[src/rtl/servo_pkg.sv]
// servo_pkg: shared definitions for the servo PWM capture and generator blocks.
//   - cap_state_e   : capture FSM state encoding
//   - SERVO_*       : default pulse limits, frame period and loss timeout
//   - ticks_per_us  : clocks per microsecond derived from the clock frequency
//   - cnt_width     : counter width able to hold 0..max_val-1 (at least 1 bit)
package servo_pkg;

    typedef enum logic [1:0] {
        StSync,
        StWaitRise,
        StHigh
    } cap_state_e;

    localparam int unsigned SERVO_MIN_US     = 1_000;
    localparam int unsigned SERVO_MAX_US     = 2_000;
    localparam int unsigned SERVO_FRAME_US   = 20_000;
    localparam int unsigned SERVO_TIMEOUT_US = 40_000;

    // Clocks slower than 1 MHz degrade to one tick per clock.
    function automatic int unsigned ticks_per_us(input int unsigned clk_hz);
        return (clk_hz < 1_000_000) ? 1 : clk_hz / 1_000_000;
    endfunction

    function automatic int unsigned cnt_width(input int unsigned max_val);
        return (max_val <= 2) ? 1 : $clog2(max_val);
    endfunction

endpackage

[src/rtl/pwm_edge_sync.sv]
// pwm_edge_sync: two-flop synchronizer for an asynchronous line plus edge detect.
// Ports:
//   clk, rst : clock, asynchronous active-high reset
//   din      : asynchronous input line
//   rise     : synchronized line went 0 -> 1 (combinational, one cycle)
//   fall     : synchronized line went 1 -> 0 (combinational, one cycle)
//   level    : synchronized line value
module pwm_edge_sync (
    input  logic clk,
    input  logic rst,
    input  logic din,
    output logic rise,
    output logic fall,
    output logic level
);

    logic meta_q;
    logic sync_q;
    logic prev_q;

    always_ff @(posedge clk or posedge rst) begin
        if (rst) begin
            meta_q <= 1'b0;
            sync_q <= 1'b0;
            prev_q <= 1'b0;
        end else begin
            meta_q <= din;
            sync_q <= meta_q;
            prev_q <= sync_q;
        end
    end

    assign level = sync_q;
    assign rise  = sync_q & ~prev_q;
    assign fall  = ~sync_q & prev_q;

endmodule

[src/rtl/servo_pwm_capture.sv]
// servo_pwm_capture: measures the high time of a servo PWM line in microseconds.
// Ports:
//   clk, rst    : clock, asynchronous active-high reset
//   pwm_in      : asynchronous servo PWM line
//   width_us    : last accepted pulse width in microseconds
//   width_valid : one-cycle strobe, width_us updated
//   range_err   : one-cycle strobe, pulse outside MIN..MAX
//   signal_lost : level, no rising edge for TIMEOUT_US (set in reset)
// Build option: SERVO_PWM_CAPTURE_CLAMP_EN reports out-of-range pulses clamped to
// MIN/MAX with width_valid and range_err together; otherwise only range_err fires.
module servo_pwm_capture
    import servo_pkg::*;
#(
    parameter int unsigned CLK_HZ             = 50_000_000,
    parameter int unsigned MIN_PULSE_WIDTH_US = SERVO_MIN_US,
    parameter int unsigned MAX_PULSE_WIDTH_US = SERVO_MAX_US,
    parameter int unsigned TIMEOUT_US         = SERVO_TIMEOUT_US
) (
    input  logic        clk,
    input  logic        rst,
    input  logic        pwm_in,
    output logic [15:0] width_us,
    output logic        width_valid,
    output logic        range_err,
    output logic        signal_lost
);

    localparam int unsigned TPU = ticks_per_us(CLK_HZ);
    localparam int unsigned PW  = cnt_width(TPU);
    localparam int unsigned TW  = cnt_width(TIMEOUT_US + 1);
    localparam logic [15:0] MIN_W = 16'(MIN_PULSE_WIDTH_US);
    localparam logic [15:0] MAX_W = 16'(MAX_PULSE_WIDTH_US);

    logic rise, fall, level;

    pwm_edge_sync u_sync (
        .clk   (clk),
        .rst   (rst),
        .din   (pwm_in),
        .rise  (rise),
        .fall  (fall),
        .level (level)
    );

    cap_state_e  state_q;
    logic [PW-1:0] presc_q;
    logic [15:0]   width_q;
    logic [TW-1:0] to_q;
    logic [1:0]    prime_q;

    logic          tick;
    logic          sync_ready;
    logic          timeout_hit;
    logic [15:0]   width_now;
    logic          in_range;

    always_comb begin
        tick        = (presc_q == PW'(TPU - 1));
        // Synchronizer output is meaningless until two samples have shifted in.
        sync_ready  = (prime_q == 2'd2);
        timeout_hit = tick && (to_q == TW'(TIMEOUT_US - 1));
        // Include the tick landing on this cycle so an exact N us pulse reads N.
        width_now   = (tick && width_q != 16'hFFFF) ? width_q + 16'd1 : width_q;
        in_range    = (width_now >= MIN_W) && (width_now <= MAX_W);
    end

    always_ff @(posedge clk or posedge rst) begin
        if (rst) begin
            state_q     <= StSync;
            presc_q     <= '0;
            width_q     <= '0;
            to_q        <= '0;
            prime_q     <= '0;
            width_us    <= '0;
            width_valid <= 1'b0;
            range_err   <= 1'b0;
            signal_lost <= 1'b1;
        end else begin
            width_valid <= 1'b0;
            range_err   <= 1'b0;
            if (!sync_ready) prime_q <= prime_q + 2'd1;
            presc_q <= (rise || tick) ? '0 : presc_q + PW'(1);

            unique case (state_q)
                StSync: begin
                    // A pulse already in progress is skipped: wait for a real low.
                    to_q <= '0;
                    if (sync_ready && !level) state_q <= StWaitRise;
                end
                StWaitRise, StHigh: begin
                    if (rise) begin
                        width_q <= '0;
                        to_q    <= '0;
                        state_q <= StHigh;
                    end else if (timeout_hit) begin
                        signal_lost <= 1'b1;
                        to_q        <= '0;
                        state_q     <= StSync;
                    end else begin
                        if (tick) to_q <= to_q + TW'(1);
                        if (state_q == StHigh) begin
                            width_q <= width_now;
                            if (fall) begin
                                state_q <= StWaitRise;
                                if (in_range) begin
                                    width_us    <= width_now;
                                    width_valid <= 1'b1;
                                    signal_lost <= 1'b0;
                                end else begin
                                    range_err <= 1'b1;
`ifdef SERVO_PWM_CAPTURE_CLAMP_EN
                                    width_us    <= (width_now < MIN_W) ? MIN_W : MAX_W;
                                    width_valid <= 1'b1;
                                    signal_lost <= 1'b0;
`endif
                                end
                            end
                        end
                    end
                end
                default: state_q <= StSync;
            endcase
        end
    end

endmodule

[config.mk]
export PLATFORM = sky130hd
export DESIGN_NAME = servo_pwm_capture
export DESIGN_NICKNAME = d
export VERILOG_FILES = /design/src/rtl/servo_pkg.sv /design/src/rtl/pwm_edge_sync.sv /design/src/rtl/servo_pwm_capture.sv
export SDC_FILE = /design/constraint.sdc
export NUM_CORES = 1
export LEC_CHECK = 0
export BUFFER_PORTS_ARGS = -buffer_cell sky130_fd_sc_hd__buf_2
export CORE_MARGIN = 2
export CORE_UTILIZATION = 35
export CTS_CLUSTER_SIZE = 40
export DETAILED_ROUTE_END_ITERATION = 12
export SLEW_MARGIN = 5
export SYNTH_ARGS = -nofsm -noshare
export SYNTH_HDL_FRONTEND = slang
export SYNTH_SLANG_ARGS = --single-unit
[constraint.sdc]
create_clock -name clk -period 3.7 [get_ports clk]
set_clock_uncertainty 0.15 [all_clocks]
set_input_delay 0.555 -clock clk [delete_from_list [all_inputs] [get_ports clk]]
set_output_delay 0.555 -clock clk [all_outputs]
set_load 0.05 [all_outputs]
# ---- Word-level counts from Yosys, hierarchy flattened
# Index checks and enable logic that the tools add are counted.
dict set report word_totals {
  reg_bits 64
  in_bits 3
  output_inout_bits 19
  elab_cells 84
}
dict set report classes {
  eq_ne 11
  n_lt_le_gt_ge 2
  bitwise 6
  addsub 4
  n_mux 31
  reduce_logical 18
}
# operator n
set ops {}
lappend ops {{16-bit two-way mux} 7}
lappend ops {{16-bit by 1-bit adder with 16-bit output, second input constant} 2}
lappend ops {{16-bit one-hot mux with 2 select lines} 1}
lappend ops {{16-bit equality test, second input constant} 1}
lappend ops {{16-bit by 10-bit greater-or-equal comparator with 1-bit output, second input constant} 1}
lappend ops {{16-bit by 11-bit less-or-equal comparator with 1-bit output, second input constant} 1}
lappend ops {{1-bit two-way mux} 16}
lappend ops {{16-bit != test, second input constant} 1}
lappend ops {{4-bit != test, second input constant} 3}
lappend ops {{2-bit two-way mux} 5}
lappend ops {{2-bit nonzero test} 5}
lappend ops {{6-bit by 1-bit adder with 6-bit output, second input constant} 1}
lappend ops {{6-bit equality test, second input constant} 1}
lappend ops {{6-bit two-way mux} 1}
lappend ops {{3-bit AND reduction} 2}
lappend ops {{6-bit AND reduction} 1}
lappend ops {{5-bit AND reduction} 1}
lappend ops {{2-bit equality test, second input constant} 2}
lappend ops {{1-bit logical AND} 4}
lappend ops {{2-bit != test, second input constant} 2}
lappend ops {{1-bit inverter} 4}
lappend ops {{2-bit one-hot mux with 2 select lines} 1}
lappend ops {{2-bit by 1-bit adder with 2-bit output, second input constant} 1}
lappend ops {{1-bit AND} 2}
lappend ops {{other kinds (6)} 6}

# ---- Logic depth before layout (Yosys ltp)
dict set report depth {
  ltp_word 11
  depth_mapped 12
}

# ---- By module
# Synthesis repeated with hierarchy kept, for this count alone.
dict set report hier_totals {
  hier_cells 374
  hier_area_um2 3602.2
}
# module cells_per_inst instances area_per_inst_um2
set by_module_without_submodules {}
lappend by_module_without_submodules {servo_pwm_capture 368 1 3508.4}
lappend by_module_without_submodules {pwm_edge_sync 6 1 93.8}

# ---- Least setup slack after synthesis
# No wires, ideal clock.
dict set report synth_path {
  path_type {register to register}
  startpoint {register width_q[1]}
  endpoint {register width_us[0]}
  arrival_time_ns 2.957
  path_stages_with_launch 13
  path_slack_ns 0.467
  n_path_buf 3
  required_time_ns 3.425
  path_cell_list {dfrtp_1 ha_1 and3_1 buf_4 and4_1 buf_2 o32a_1 a221o_1 nand4b_1 o211a_1 nor4b_4 buf_6 mux2_4}
}
dict set report synth_via {
  elab_chain_len 6
}
# item line
set synth_lines {}
lappend synth_lines {{start, declared} servo_pwm_capture.sv:47} ;# logic [15:0] width_q;
lappend synth_lines {{start signal, assigned} servo_pwm_capture.sv:102} ;# width_q <= width_now;
lappend synth_lines {{branches (longest 2 deep; another with 16-bit by 1-bit adder with 16-bit output)} n/a}
lappend synth_lines {{16-bit two-way mux (*)} servo_pwm_capture.sv:63} ;# width_now = (tick && width_q != 16'hFFFF) ? width_q + 16'd1 : width_q;
lappend synth_lines {{16-bit by 10-bit greater-or-equal comparator with 1-bit output or 16-bit by 11-bit less-or-equal comparator with 1-bit output (tied branches)} servo_pwm_capture.sv:64} ;# in_range = (width_now >= MIN_W) && (width_now <= MAX_W);
lappend synth_lines {{1-bit logical AND} servo_pwm_capture.sv:64}
lappend synth_lines {{6-bit AND reduction (no source line)} n/a}
lappend synth_lines {{end signal, assigned} servo_pwm_capture.sv:106} ;# width_us <= width_now;
lappend synth_lines {{end, declared} servo_pwm_capture.sv:22} ;# output logic [15:0] width_us,
# Every way passes the cells marked *.
# A chain may end at the register's enable or synchronous reset.

# ---- Final worst setup path
dict set report layout_path {
  startpoint {register width_q[0]}
  endpoint {register width_us[7]}
}
# Same word-level chain as after synthesis.

==> results.sh <==
export IMPL_drv_slew=0
export IMPL_dpl_instance_area_mm2=0.003940
export IMPL_rsz0062_at_grt="false"
export IMPL_clockBufferDepth=2
export IMPL_average_size_of_a_mapped_cell_um2=9.303
export IMPL_grt_busiest_layer="met2"
export IMPL_synth_seq_cells=64
export IMPL_layout_fillers=1038
export IMPL_cts_post_setup_buffers_inserted=0
export IMPL_internal_power_mw=1.197
export IMPL_layout_drive_gt1_share_pct=15.00
export IMPL_synthTopCellsByArea="dfrtp_1 (42%), nor2_1 (4.3%), ha_1 (4.0%)"
export IMPL_post_route_period_util_pct=91.84
export IMPL_die_height_um=107.1
export IMPL_switching_share_pct=33.10
export IMPL_largest_family_of_logic_cells_by_synthesized_area="simple AND/OR/NAND/NOR gates"
export IMPL_globalplace_congestion=0.8900
export IMPL_cts_root_buffer="clkbuf_8"
export IMPL_synthToLayoutAreaGrowth_pct=11.43
export IMPL_num_vias=2940
export IMPL_overall_die_area_mm2=0.01147
export IMPL_mappedNetlistArea_mm2=0.003721
export IMPL_synth_yosys_seq_area_share_pct=43.07
export IMPL_finish_instance_area_mm2=0.004146
export IMPL_post_synth_num_cell_types=62
export IMPL_placement_io_buffers=21
export IMPL_highest_delay_cell_along_the_critical_path="or4_1"
export IMPL_critPathTopFamily="simple AND/OR/NAND/NOR gates"
export IMPL_worst_margin_slew_ns=0.8162
export IMPL_met1_usage_pct=21.50
export IMPL_drt_drc_violations_left=0
export IMPL_worst_endpoint_arrival_ns=3.48
export IMPL_synth_ff_type="dfrtp_1"
export IMPL_grt_pass1_vias=2816
export IMPL_antenna_left=0
export IMPL_yosysTopAreaCellShare_pct=42.37
export IMPL_clk_pin_slew_ns=0.07
export IMPL_cts_resized=0
export IMPL_critPathKind="reg2reg"
export IMPL_cp_start_kind="flip-flop"
export IMPL_placementRows=37
export IMPL_maximum_number_of_pins_on_one_net_before_global_route_repair=29
export IMPL_synthMostInstantiatedCell="dfrtp_1"
export IMPL_final_nets=430
export IMPL_critical_path_required_ns=3.78
export IMPL_syn_inst=400
export IMPL_power_leakage_nw=1.892
export IMPL_vias_per_cell=5.288
export IMPL_post_synth_xor_area_fraction_pct=6.826
export IMPL_first_iter_violations=184
export IMPL_detail_route_wirelength_mm=8.043
export IMPL_cts_htree_levels=3
export IMPL_post_place_cells=540
export IMPL_placeableCoreArea_mm2=0.01032
export IMPL_grt_met3_usage_pct=3.040
export IMPL_cells_along_the_critical_path="ha_1 > and3_1 > nand4_4 > or4_1 > xor2_1 > o21ai_0 > o211a_1 > nor4b_4 > buf_4 > mux2_2"
export IMPL_tritoncts="built"
export IMPL_grt_pass1_wl_mm=13.93
export IMPL_power_frac_clock_pct=35.4
export IMPL_top_level_ports=22
export IMPL_numCtsBuffers=9
export IMPL_ir_drop_mv=0.2171
export IMPL_p_per_area_mw_per_mm2=431.6
export IMPL_finalSetupViolCount=0
export IMPL_outcome="completed"
export IMPL_grt_ovfl_total=0
export IMPL_antenna_violations_before_repair=0
export IMPL_combinational_share_of_power_pct=21.2
export IMPL_cp_max_stage_delay_ns=0.54
export IMPL_power_frac_seq_pct=43.4
export IMPL_synth_largest_area_cell="dfrtp_1"
export IMPL_antenna_diode_count=0
export IMPL_worst_setup_end_kind="flip-flop"
export IMPL_route_detailed_wl_per_inst_um=14.47
export IMPL_number_of_warning_messages_in_the_yosys_log=0
export IMPL_synth_fa_ha_area_share_pct=4.035
export IMPL_clock_fmax_ghz=0.2943
export IMPL_die_width_um=107.1
export IMPL_min_period_ns=3.398
export IMPL_worst_slew_margin_rel_pct=45.55
export IMPL_min_delay_path_class="in2async"
export IMPL_clock_insertion_delay_worst_skew_ns=0.34
export IMPL_grtUsageMet2_pct=22.88
export IMPL_asyncSetResetFlopFracSynth_pct=100.0
export IMPL_synth_edf_count=0
export IMPL_place_hpwl_mm=5.753
export IMPL_hold_buffers=0
export IMPL_sink_count=64
export IMPL_compound_cell_area_share_of_the_yosys_netlist_pct=12.10
export IMPL_synthSimpleGateAreaFrac_pct=25.39
export IMPL_drt_pre_antenna_iters=4
export IMPL_post_synth_mux_area_share_pct=4.136
export IMPL_postSynthNetCount=415
export IMPL_switching_power_mw=0.5924
export IMPL_path_buf_inv=1
export IMPL_global_route_usage_total_pct=15.13
export IMPL_post_synth_most_frequent_cells="dfrtp_1 (63), nor2_1 (43), o21ai_0 (30)"
export IMPL_initial_utilization_pct=36.04
export IMPL_layout_cells_non_filler=556
export IMPL_timing_max_cap_violations=0
export IMPL_crit_path_max_fanout=16
export IMPL_final_setup_tns_ns=0
export IMPL_hold_viol_final=0
==> stage by stage <==
stage | worst slack (ns) | power (mW) | utilization (%) | hold WS [ns]
floorplan | 0.4675 | 1.082 | - | 0.1812
global placement | 0.4047 | 1.161 | 38.17 | 0.1877
detailed placement | 0.3109 | 1.170 | 38.17 | 0.1873
CTS | 0.3067 | 1.809 | 40.16 | 0.1422
global route | 0.08379 | 1.901 | 40.16 | 0.1439
finish | 0.3020 | 1.789 | 40.16 | 0.1174
==> worst paths after layout <==
check                                         from                        to  slack [ns]  cells after the start
max                         width_q[0]$_DFFE_PP0P_   width_us[7]$_DFFE_PP0P_        0.30                     10
min in group clk                            pwm_in   u_sync.meta_q$_DFF_PP0_        0.17                      1
max reg2reg                 width_q[0]$_DFFE_PP0P_   width_us[7]$_DFFE_PP0P_        0.30                     10
max in group asynchronous                      rst   width_us[5]$_DFFE_PP0P_        2.61                      3
min                                            rst  width_us[13]$_DFFE_PP0P_        0.12                      2
min reg2reg                u_sync.meta_q$_DFF_PP0_    u_sync.level$_DFF_PP0_        0.20                      0
==> cell families after synthesis <==
kind of cell / count (synthesis)
flops: 64
simple gates: 171
buf+inv: 39
xor+xnor: 29
mux: 13
fa+ha+maj: 12
compound gates: 72
==> placed cells by master, fill, tap and decap left out, types with 3 or more instances in the layout <==
cell type | Yosys | routed
nor4_1 | 4 | 4
dfrtp_1 | 63 | 63
and4_1 | 6 | 6
clkbuf_8 | 0 | 11
and4b_1 | 3 | 3
xnor2_1 | 12 | 12
o31ai_1 | 4 | 4
mux2i_1 | 3 | 3
xor2_1 | 17 | 17
nand4_1 | 12 | 12
nand2_1 | 27 | 27
ha_1 | 12 | 12
nand2b_1 | 3 | 3
nor3_1 | 14 | 14
nand3_1 | 23 | 23
o211a_1 | 3 | 3
buf_4 | 1 | 7
mux2_2 | 7 | 7
nor2b_1 | 12 | 12
a21oi_1 | 14 | 14
buf_2 | 5 | 21
inv_1 | 15 | 14
mux2_4 | 3 | 3
o21ai_0 | 30 | 30
and3_1 | 5 | 5
nor2_1 | 43 | 43
==> sequential cells by signal (all words and copies together), names as in the netlist <==
name,cells
u_sync.meta_q,1
prime_q,2
signal_lost,1
u_sync.level,1
u_sync.prev_q,1
presc_q,6
width_q,16
range_err,1
width_valid,1
state_q,2
width_us,16
to_q,16
==> area by class of cell <==
class | instances | area, µm² | share of cell area (%)
multi-input combinational | 297 | 1953 | 47.10
sequential | 64 | 1603 | 38.65
tap | 136 | 170.2 | 4.104
timing repair buffer | 28 | 157.7 | 3.802
clock buffer | 11 | 151.4 | 3.651
inverter | 15 | 56.30 | 1.358
clock inverter | 5 | 55.05 | 1.328
==> layer usage <==
layer	up-vias	wire [µm]	part of all wire [%]
met1	1444	3821	48
li1	1450	-	-
met2	41	3885	48
met5	-	0	0
met3	5	267	3.3
met4	0	68	0.85
==> power groups by stage <==
| stage | clock [mW] | combinational, mW | sequential (mW) |
|---|---|---|---|
| 2_1_floorplan | 0 | 0.299 | 0.783 |
| 3_5_place_dp | 0 | 0.378 | 0.792 |
| 4_1_cts | 0.650 | 0.381 | 0.778 |
| 5_1_grt | 0.683 | 0.434 | 0.784 |
| 6_report | 0.633 | 0.379 | 0.777 |
| 3_3_place_gp | 0 | 0.372 | 0.789 |
(Power assumes the default switching activity.)
